==> src/rtl/decoder_3x8_seq_pkg.sv <==
// -----------------------------------------------------------------------------
// decoder_3x8_seq_pkg
// Shared definitions for the 3-to-8 decoder and its 8-to-3 encoder partner:
// code/data widths, FSM state encoding and the polarity-dependent idle word.
// -----------------------------------------------------------------------------
package decoder_3x8_seq_pkg;

   localparam int CODE_W = 3;
   localparam int DATA_W = 8;

   typedef enum logic [1:0] {
      ST_IDLE = 2'd0,
      ST_SCAN = 2'd1,
      ST_DONE = 2'd2
   } state_e;

   // Word driven on p_data when no bit is selected (reset value).
   function automatic logic [DATA_W-1:0] idle_word(input logic active_low);
      return active_low ? {DATA_W{1'b1}} : {DATA_W{1'b0}};
   endfunction

endpackage

==> src/rtl/decoder_3x8_seq_if.sv <==
// -----------------------------------------------------------------------------
// decoder_3x8_seq_if
// Handshake bundle of the decoder.
//   in_valid / in_ready / p_code     : code input channel (valid/ready)
//   out_valid / out_ready / p_data   : decoded word output channel (valid/ready)
// Modports:
//   slave  : the decoder's view (consumes codes, produces words)
//   master : the environment's view (produces codes, consumes words)
// -----------------------------------------------------------------------------
interface decoder_3x8_seq_if;
   import decoder_3x8_seq_pkg::*;

   logic              in_valid;
   logic              in_ready;
   logic [CODE_W-1:0] p_code;
   logic              out_valid;
   logic              out_ready;
   logic [DATA_W-1:0] p_data;

   modport slave (
      input  in_valid, p_code, out_ready,
      output in_ready, out_valid, p_data
   );

   modport master (
      output in_valid, p_code, out_ready,
      input  in_ready, out_valid, p_data
   );

endinterface

==> src/rtl/decoder_3x8_seq_onehot_dec3.sv <==
// -----------------------------------------------------------------------------
// onehot_dec3
// Pure combinational 3-to-8 one-hot decode with selectable output polarity.
//   code_i       : binary code
//   active_low_i : 1 = selected bit low, all others high
//   word_o       : decoded word
// -----------------------------------------------------------------------------
module onehot_dec3
   import decoder_3x8_seq_pkg::*;
(
   input  logic [CODE_W-1:0] code_i,
   input  logic              active_low_i,
   output logic [DATA_W-1:0] word_o
);

   // XOR with a replicated polarity bit inverts the whole word for active-low.
   assign word_o = (DATA_W'(1) << code_i) ^ {DATA_W{active_low_i}};

endmodule

==> src/rtl/decoder_3x8_seq.sv <==
// -----------------------------------------------------------------------------
// decoder_3x8_seq
// Registered 3-to-8 one-hot decoder with a valid/ready input, a single-entry
// valid/ready output register and a built-in walking-one scan sequencer.
// Ports:
//   clk        : system clock, rising edge
//   rst_n      : asynchronous active-low reset
//   en         : global enable, freezes acceptance and scan progress when low
//   scan_start : scan request, sampled only in IDLE
//   bus        : handshake bundle (slave view), see decoder_3x8_seq_if
//   scan_busy  : high while the sequencer is in SCAN
//   scan_done  : one-cycle pulse after the last scan word is loaded
// Parameters:
//   SCAN_DESC      : 0 = scan codes 0..7, 1 = scan codes 7..0
//   OUT_ACTIVE_LOW : 1 = p_data inverted (selected bit low)
// -----------------------------------------------------------------------------
module decoder_3x8_seq
   import decoder_3x8_seq_pkg::*;
#(
   parameter bit SCAN_DESC      = 1'b0,
   parameter bit OUT_ACTIVE_LOW = 1'b0
) (
   input  logic               clk,
   input  logic               rst_n,
   input  logic               en,
   input  logic               scan_start,
   decoder_3x8_seq_if.slave   bus,
   output logic               scan_busy,
   output logic               scan_done
);

   localparam logic [CODE_W-1:0] IDX_MAX   = CODE_W'(DATA_W - 1);
   localparam logic [CODE_W-1:0] IDX_FIRST = SCAN_DESC ? IDX_MAX : '0;
   localparam logic [CODE_W-1:0] IDX_LAST  = SCAN_DESC ? '0 : IDX_MAX;

   state_e              state_q;
   logic [CODE_W-1:0]   idx_q;
   logic                out_valid_q;
   logic [DATA_W-1:0]   p_data_q;
   logic                scan_busy_q;
   logic                scan_done_q;

   logic                slot_free;
   logic                in_ready_c;
   logic                in_xfer;
   logic                scan_load;
   logic [CODE_W-1:0]   dec_code;
   logic [DATA_W-1:0]   p_data_d;

   // Output slot can take a new word when empty or being drained this cycle.
   assign slot_free = !out_valid_q || bus.out_ready;

   // scan_start outranks a pending data transfer in the same cycle.
   assign in_ready_c = (state_q == ST_IDLE) && en && !scan_start && slot_free;
   assign in_xfer    = bus.in_valid && in_ready_c;
   assign scan_load  = (state_q == ST_SCAN) && en && slot_free;

   // Single decoder shared by the data path and the sequencer.
   assign dec_code = (state_q == ST_SCAN) ? idx_q : bus.p_code;

   onehot_dec3 u_dec (
      .code_i       (dec_code),
      .active_low_i (OUT_ACTIVE_LOW),
      .word_o       (p_data_d)
   );

   always_ff @(posedge clk or negedge rst_n) begin
      if (!rst_n) begin
         state_q     <= ST_IDLE;
         idx_q       <= '0;
         out_valid_q <= 1'b0;
         p_data_q    <= idle_word(OUT_ACTIVE_LOW);
         scan_busy_q <= 1'b0;
         scan_done_q <= 1'b0;
      end else begin
         // Output register: load wins, otherwise drain only on a handshake.
         if (in_xfer || scan_load) begin
            out_valid_q <= 1'b1;
            p_data_q    <= p_data_d;
         end else if (slot_free) begin
            out_valid_q <= 1'b0;
         end

         scan_done_q <= 1'b0;

         case (state_q)
            ST_IDLE: begin
               if (en && scan_start) begin
                  state_q     <= ST_SCAN;
                  idx_q       <= IDX_FIRST;
                  scan_busy_q <= 1'b1;
               end
            end
            ST_SCAN: begin
               if (scan_load) begin
                  if (idx_q == IDX_LAST) begin
                     state_q     <= ST_DONE;
                     scan_busy_q <= 1'b0;
                     scan_done_q <= 1'b1;
                  end else if (SCAN_DESC) begin
                     idx_q <= idx_q - 1'b1;
                  end else begin
                     idx_q <= idx_q + 1'b1;
                  end
               end
            end
            ST_DONE: begin
               state_q <= ST_IDLE;
            end
            default: begin
               state_q     <= ST_IDLE;
               scan_busy_q <= 1'b0;
            end
         endcase
      end
   end

   assign bus.in_ready  = in_ready_c;
   assign bus.out_valid = out_valid_q;
   assign bus.p_data    = p_data_q;
   assign scan_busy     = scan_busy_q;
   assign scan_done     = scan_done_q;

endmodule

==> src/flat_wrapper.sv <==
// flat-port wrapper written by rule: the top's interface ports become plain ports
module decoder_3x8_seq_flat import decoder_3x8_seq_pkg::*;
#(
   parameter bit SCAN_DESC      = 1'b0,
   parameter bit OUT_ACTIVE_LOW = 1'b0
)
  (clk, rst_n, en, scan_start, scan_busy, scan_done, bus_in_valid, bus_p_code, bus_out_ready, bus_in_ready, bus_out_valid, bus_p_data);
  decoder_3x8_seq_if bus_i ();
  input  logic clk;
  input  logic rst_n;
  input  logic en;
  input  logic scan_start;
  output logic scan_busy;
  output logic scan_done;
  input wire logic [$bits(bus_i.in_valid)-1:0] bus_in_valid;
  input wire logic [$bits(bus_i.p_code)-1:0] bus_p_code;
  input wire logic [$bits(bus_i.out_ready)-1:0] bus_out_ready;
  output wire logic [$bits(bus_i.in_ready)-1:0] bus_in_ready;
  output wire logic [$bits(bus_i.out_valid)-1:0] bus_out_valid;
  output wire logic [$bits(bus_i.p_data)-1:0] bus_p_data;
  assign bus_i.in_valid = bus_in_valid;
  assign bus_i.p_code = bus_p_code;
  assign bus_i.out_ready = bus_out_ready;
  assign bus_in_ready = bus_i.in_ready;
  assign bus_out_valid = bus_i.out_valid;
  assign bus_p_data = bus_i.p_data;
  decoder_3x8_seq #(.SCAN_DESC(SCAN_DESC), .OUT_ACTIVE_LOW(OUT_ACTIVE_LOW)) u_core (.clk(clk), .rst_n(rst_n), .en(en), .scan_start(scan_start), .bus(bus_i), .scan_busy(scan_busy), .scan_done(scan_done));
endmodule
==> config.mk <==
export PLATFORM = sky130hd
export DESIGN_NAME = decoder_3x8_seq_flat
export DESIGN_NICKNAME = d
export VERILOG_FILES = /design/src/rtl/decoder_3x8_seq_pkg.sv /design/src/rtl/decoder_3x8_seq_if.sv /design/src/rtl/decoder_3x8_seq_onehot_dec3.sv /design/src/rtl/decoder_3x8_seq.sv /design/src/flat_wrapper.sv
export SDC_FILE = /design/constraint.sdc
export NUM_CORES = 1
export LEC_CHECK = 0
export ABC_AREA = 1
export CORE_UTILIZATION = 47
export CTS_BUF_LIST = sky130_fd_sc_hd__clkbuf_4 sky130_fd_sc_hd__clkbuf_8 sky130_fd_sc_hd__clkbuf_16
export CTS_CLUSTER_DIAMETER = 120
export DETAILED_ROUTE_END_ITERATION = 7
export GPL_ROUTABILITY_DRIVEN = 0
export PLACE_DENSITY = 0.77
export SLEW_MARGIN = 20
export SYNTH_ARGS = -nofsm -noshare
export SYNTH_HDL_FRONTEND = slang
export SYNTH_SLANG_ARGS = --single-unit
==> constraint.sdc <==
create_clock -name clk -period 1.8 [get_ports clk]
set_clock_uncertainty 0.2 [all_clocks]
set_input_delay 0.18 -clock clk [delete_from_list [all_inputs] [get_ports clk]]
set_output_delay 0.18 -clock clk [all_outputs]
set_load 0.01 [all_outputs]
==> qor.csv, run 1 <==
stage;metric;value;unit
route;routedWlPerCell;10.7;µm
setup_path;cp-start-kind;flop;
final_layout;regArea;400;µm²
global_routing;met2_usage;29.4;%
clock_network;clock-sinks;16;
hold_path;hp-class;flop to flop;
synth;yosysWarningCount;0;
power_and_ir_drop;fin_total_pwr;1.47;mW
timing;final_max_slew_viol_count;0;
final_layout;fillers;124;
setup_path;worstPathRequired;1.42;ns
final_layout;num_antenna_cells;0;
clock_network;clock_latency;0.28;ns
final_layout;multi_input_area;363;µm²
route;drcViolationCount;1;
timing;slew_headroom;80.2;%
floorplan;io_pins;21;
final_layout;final_cells;152;
setup_path;end_kind;primary output;
run_status;violations;DRC;
route;drtIter0Drc;12;
placement;place_hpwl;1240;µm
timing;max_freq;600;MHz
global_routing;top_usage_layer;met2;
timing;hold_violations;0;
floorplan;dieArea;1940;µm²
timing;hold_ws;0.288;ns
clock_network;cts.clk_slew.worst_paths;0.09;ns
global_routing;antenna_found_initial;0;
global_routing;grt_usage;20.2;%
global_routing;grt_use_met3;4.08;%
timing;setup_viol;0;
timing;grt_setup_unrepaired;false;
setup_path;crit_type;flop to primary output;
synth;postSynthCellCount;106;
placement;pre_cts_slack;-0.162;ns
floorplan;die_y;44.0;µm
global_routing;grt_pass1_vias;688;
route;routed_wl;1630;µm
clock_network;cts_buffers;3;
clock_network;cts_tree;yes;
final_layout;synthToLayoutAreaGrowth;35.5;%
power_and_ir_drop;vdd_drop_max;0.717;mV
final_layout;utilization;71.4;%
route;firstDrtPassIters;8;
clock_network;clockBufferDepth;2;
global_routing;overflow;0;
run_status;status;finished, violations left;
route;viasPerCell;4.95;
floorplan;die_w;44.0;µm
setup_path;path_max_fanout;2;
global_routing;grt_max_degree;17;
setup_path;critical_path_arrival;1.29;ns
power_and_ir_drop;p_leak;0.583;nW
final_layout;layout-drive-gt1-share;14.0;%
route;num_vias;752;
placement;dp_cells;147;
clock_network;cts_max_level;1;
timing;worst_pin_slew;0.297;ns
timing;setup_slack;0.134;ns
synth;syn-num-nets;117;
power_and_ir_drop;power.density;1300;nW/µm²
global_routing;use_met1;29.3;%
route;ant_nets;0;
synth;ys_seq_area_share;48.2;%
synth;ys_types;17;
run;cap_violations;0;
clock_network;post_cts_buffers;0;
floorplan;start_util;52.7;%
placement;numPortBuffers;20;
global_routing;grt_pass1_wl;2870;µm
timing;layout_min_cycle_time;1.67;ns
final_layout;num-nets-final;148;
synth;synth.ff_latch_count;16;
floorplan;rows;14;
synth;avgSynthCellArea;7.84;µm²
floorplan;coreArea;1580;µm²
clock_network;cts-root-buf;clkbuf_4;
synth;netlist_area;831;µm²
timing;period_share;92.6;%
-- cell families after synthesis --
| family | share of synthesized area (%) |
|---|---|
| AO/OA/AOI/OAI | 5.42 |
| adder cells (fa/ha/maj) | 3.01 |
| AND/OR/NAND/NOR | 35.2 |
| buffers and inverters | 8.13 |
| flip-flops | 48.2 |
-- per-stage QoR --
step	setup TNS, ns	cell area (µm²)
2_1_floorplan	0	831
3_3_place_gp	-0.125	1080
3_5_place_dp	-0.162	1080
4_1_cts	0	1130
5_1_grt	0	1130
6_report	0	1130
-- routing by layer --
layer | up-vias | share of wire (%) | wire (µm)
met4 | 0 | 2.0 | 33
li1 | 397 | - | -
met3 | 5 | 4.8 | 78
met2 | 19 | 45 | 729
met1 | 331 | 48 | 790
met5 | - | 0 | 0
-- power breakdown --
part	switching, mW	internal, mW	total [mW]
clock network	0.111	0.123	0.234
registers	0.0715	0.473	0.544
logic	0.370	0.320	0.690
total	0.553	0.916	1.47
-- placed cells by master (no fill, tap or decap), drive strengths merged --
master | netlist | layout
nand3 | 15 | 15
nor3 | 2 | 2
o21ai | 7 | 7
nor4 | 1 | 1
dlygate4sd3 | 0 | 1
inv | 12 | 12
dfrtp | 16 | 16
a21oi | 2 | 2
nand2 | 42 | 42
dlygate4sd2 | 0 | 1
nor2 | 4 | 4
buf | 2 | 7
ha | 2 | 2
nand4 | 1 | 1
clkbuf | 0 | 4
clkdlybuf4s50 | 0 | 19
-- path summary, 6_finish.rpt --
| check | depth (start not counted) | end | slack [ns] | from |
|---|---|---|---|---|
| min in group asynchronous | 3 | u_core.scan_done | 0.55 | rst_n |
| setup / recovery | 4 | bus_in_ready | 0.13 | u_core.bus.out_valid |
| max in group asynchronous | 3 | u_core.bus.p_data[3] | 0.67 | rst_n |
| hold reg to reg | 2 | u_core.bus.p_data[7] | 0.29 | u_core.bus.p_data[7] |
| setup reg to reg | 6 | u_core.idx_q[0] | 0.20 | u_core.idx_q[1] |
| hold / removal | 2 | u_core.bus.p_data[7] | 0.29 | u_core.bus.p_data[7] |
-- critical path, stage by stage (launching register included) --
cell	delay (ns)
dfrtp_1	0.39
nand2_1	0.09
nand2_1	0.07
nor4_1	0.15
dlygate4sd2_1	0.30
-- registers in the layout, indices dropped and copies added, names as in the netlist --
| signal | cells |
|---|---|
| u_core.bus.out_valid | 1 |
| u_core.bus.p_data | 8 |
| u_core.idx_q | 3 |
| u_core.scan_busy | 1 |
| u_core.scan_done | 1 |
| u_core.state_q | 2 |
-- what timing repair did --
item,in CTS,in global routing
setup endpoints to repair,1,0
resized for setup,1,0
endpoints found under the hold margin,9,0
hold buffers,1,0
-- layout make-up --
class                           instances  area share [%]
Sequential cell                        16            35.6
Multi-Input combinational cell         76            32.2
Timing Repair Buffer                   28            23.2
Inverter                               12            4.00
Clock buffer                            4            3.22
Tap cell                               16            1.78
-- cells in the mapped netlist --
master | number | area, µm²
o21ai_1 | 7 | 35.0
nand3_1 | 14 | 70.1
nor3_1 | 2 | 10.0
nor2_1 | 2 | 7.51
ha_1 | 2 | 25.0
nor4_1 | 1 | 6.26
dfrtp_1 | 16 | 400
buf_6 | 2 | 22.5
inv_2 | 2 | 7.51
nand2_1 | 39 | 146
a21oi_1 | 2 | 10.0
nand3_2 | 1 | 10.0
nand4_1 | 1 | 6.26
nand2_2 | 2 | 12.5
nor2_2 | 2 | 12.5
nand2_4 | 1 | 11.3
inv_1 | 10 | 37.5
No activity file was read; power rests on OpenSTA's default activity.
==> run 2, diff against run 1 <==
Settings changed: CAP_MARGIN set to 20, CORE_MARGIN set to 2.
==> qor.csv, run 2 (synthesized netlist as in run 1, its figures left out) <==
stage;metric;value;unit
route;ant_nets;0;
clock_network;cts_max_level;1;
power_and_ir_drop;p_leak;0.572;nW
final_layout;regArea;400;µm²
setup_path;crit_type;flop to primary output;
timing;layout_min_cycle_time;1.67;ns
power_and_ir_drop;vdd_drop_max;0.657;mV
power_and_ir_drop;internal_power;0.867;mW
clock_network;cts.clk_slew.worst_paths;0.09;ns
final_layout;final_common_cell;nand2_1;
timing;final.setup.tns;0;ns
setup_path;path_max_fanout;2;
clock_network;cts-root-buf;clkbuf_4;
route;drcViolationCount;0;
hold_path;hp-class;primary input to async pin;
clock_network;post_cts_buffers;0;
clock_network;cts_tree;yes;
route;drtIter0Drc;12;
clock_network;clock_latency;0.28;ns
power_and_ir_drop;pwr-share-comb;48.5;%
final_layout;synthToLayoutAreaGrowth;32.8;%
final_layout;layout-drive-gt1-share;13.4;%
setup_path;crit_chain;nand2_1 -> nand2_1 -> nor4_1 -> dlygate4sd2_1;
floorplan;die_y;46.0;µm
run_status;status;complete, no violations;
power_and_ir_drop;sw_frac_of_total;38.6;%
route;viasPerCell;5.00;
setup_path;cp_common_cell;nand2_1;
setup_path;end_kind;primary output;
timing;period_share;92.5;%
final_layout;num_antenna_cells;0;
power_and_ir_drop;p_switching;0.546;mW
final_layout;fillers;147;
setup_path;reg2reg_from;u_core.idx_q[1];
final_layout;num-nets-final;147;
clock_network;cts_buffers;3;
global_routing;antenna_found_initial;0;
power_and_ir_drop;power.density;1280;nW/µm²
final_layout;mostFrequentLayoutCells;nand2_1, clkdlybuf4s50_1, dfrtp_1, nand3_1, inv_1;
route;routedWlPerCell;11.1;µm
floorplan;die_w;46.0;µm
floorplan;start_util;49.2;%
placement;pre_cts_slack;-0.152;ns
timing;slew_headroom;81.1;%
timing;max_freq;600;MHz
power_and_ir_drop;power.share.clock;13.0;%
timing;grt_setup_unrepaired;false;
clock_network;clockBufferDepth;2;
route;num_vias;755;
clock_network;clock-sinks;16;
global_routing;grt_max_degree;17;
setup_path;crit_slowest_cell;dfrtp_1;
setup_path;worstPathRequired;1.42;ns
final_layout;design_area;1100;µm²
timing;final_max_slew_viol_count;0;
global_routing;grt_usage;18.9;%
floorplan;dieArea;2120;µm²
timing;setup_viol;0;
timing;hold_ws;0.0112;ns
setup_path;cp-start-kind;flop;
floorplan;io_pins;21;
global_routing;grt_pass1_wl;2840;µm
route;routed_wl;1670;µm
timing;worst_pin_slew;0.283;ns
run;cap_violations;0;
setup_path;crit_path_start;u_core.bus.out_valid;
power_and_ir_drop;seqPwrFrac;38.5;%
placement;numPortBuffers;20;
global_routing;overflow;0;
setup_path;critical_path_arrival;1.29;ns
final_layout;multi_input_area;363;µm²
route;firstDrtPassIters;4;
timing;hold_violations;0;
placement;place_area;1080;µm²
floorplan;coreArea;1690;µm²
floorplan;rows;15;
global_routing;grt_pass1_vias;682;
final_layout;largest_reg_flops;8;
placement;place_hpwl;1310;µm
setup_path;cpPeakStageDelay;0.38;ns
final_layout;utilization;65.3;%
timing;setup_slack;0.135;ns
-- run 2: changes by cell type in the layout (fill, tap and decap cells not counted), sizes merged --
cell / previous run / this run
clkbuf: 4 / 3
dlygate4sd3: 1 / 0
-- run 2: cell type report --
cell class / instances / area share [%]
well taps: 17 / 1.93
clock buffers: 3 / 2.04
multi-input cells: 76 / 32.9
repair buffers: 27 / 22.8
inverters: 12 / 4.08
flip-flops and latches: 16 / 36.3
-- run 2: routing by layer --
metal | wire length, µm | share of wire, % | track usage [%]
met1 | 767 | 46 | 23.5
met2 | 842 | 50 | 32.2
met3 | 41 | 2.4 | 3.57
met4 | 23 | 1.4 | 6.86
met5 | 0 | 0 | 0
-- run 2: metrics by stage --
stage	std cells	power [mW]
floorplan	106	0.972
global placement	148	1.21
detailed placement	148	1.24
CTS	151	1.43
global route	151	1.55
finish	151	1.41
-- run 2: final timing paths --
kind                               endpoint  slack [ns]  cells after the start
setup / recovery               bus_in_ready        0.13                      4
hold / removal             u_core.scan_busy        0.01                      2
setup reg to reg            u_core.idx_q[0]        0.22                      6
hold reg to reg            u_core.scan_busy        0.29                      2
max in group asynchronous   u_core.idx_q[2]        1.21                      2
min in group clk           u_core.scan_busy        0.29                      2
-- run 2: critical path, delay by kind of cell, from the launching register on --
kind,cells,cell delay [ns]
buffers and inverters,1,0.31
flip-flops,1,0.38
AND/OR/NAND/NOR,3,0.32
-- run 2: repair_timing --
action                                 in CTS  in global routing
hold buffers                                0                  0
gates resized for setup                     1                  0
endpoints found under the hold margin       0                  0
setup endpoints to repair                   1                  0
-- run 2: power by group through the flow --
stage / Clock [mW] / Combinational, mW / Sequential (mW)
floorplan: 0 / 0.390 / 0.582
global placement: 0 / 0.669 / 0.544
detailed placement: 0 / 0.689 / 0.551
CTS: 0.192 / 0.692 / 0.545
global route: 0.209 / 0.791 / 0.555
finish: 0.184 / 0.685 / 0.543
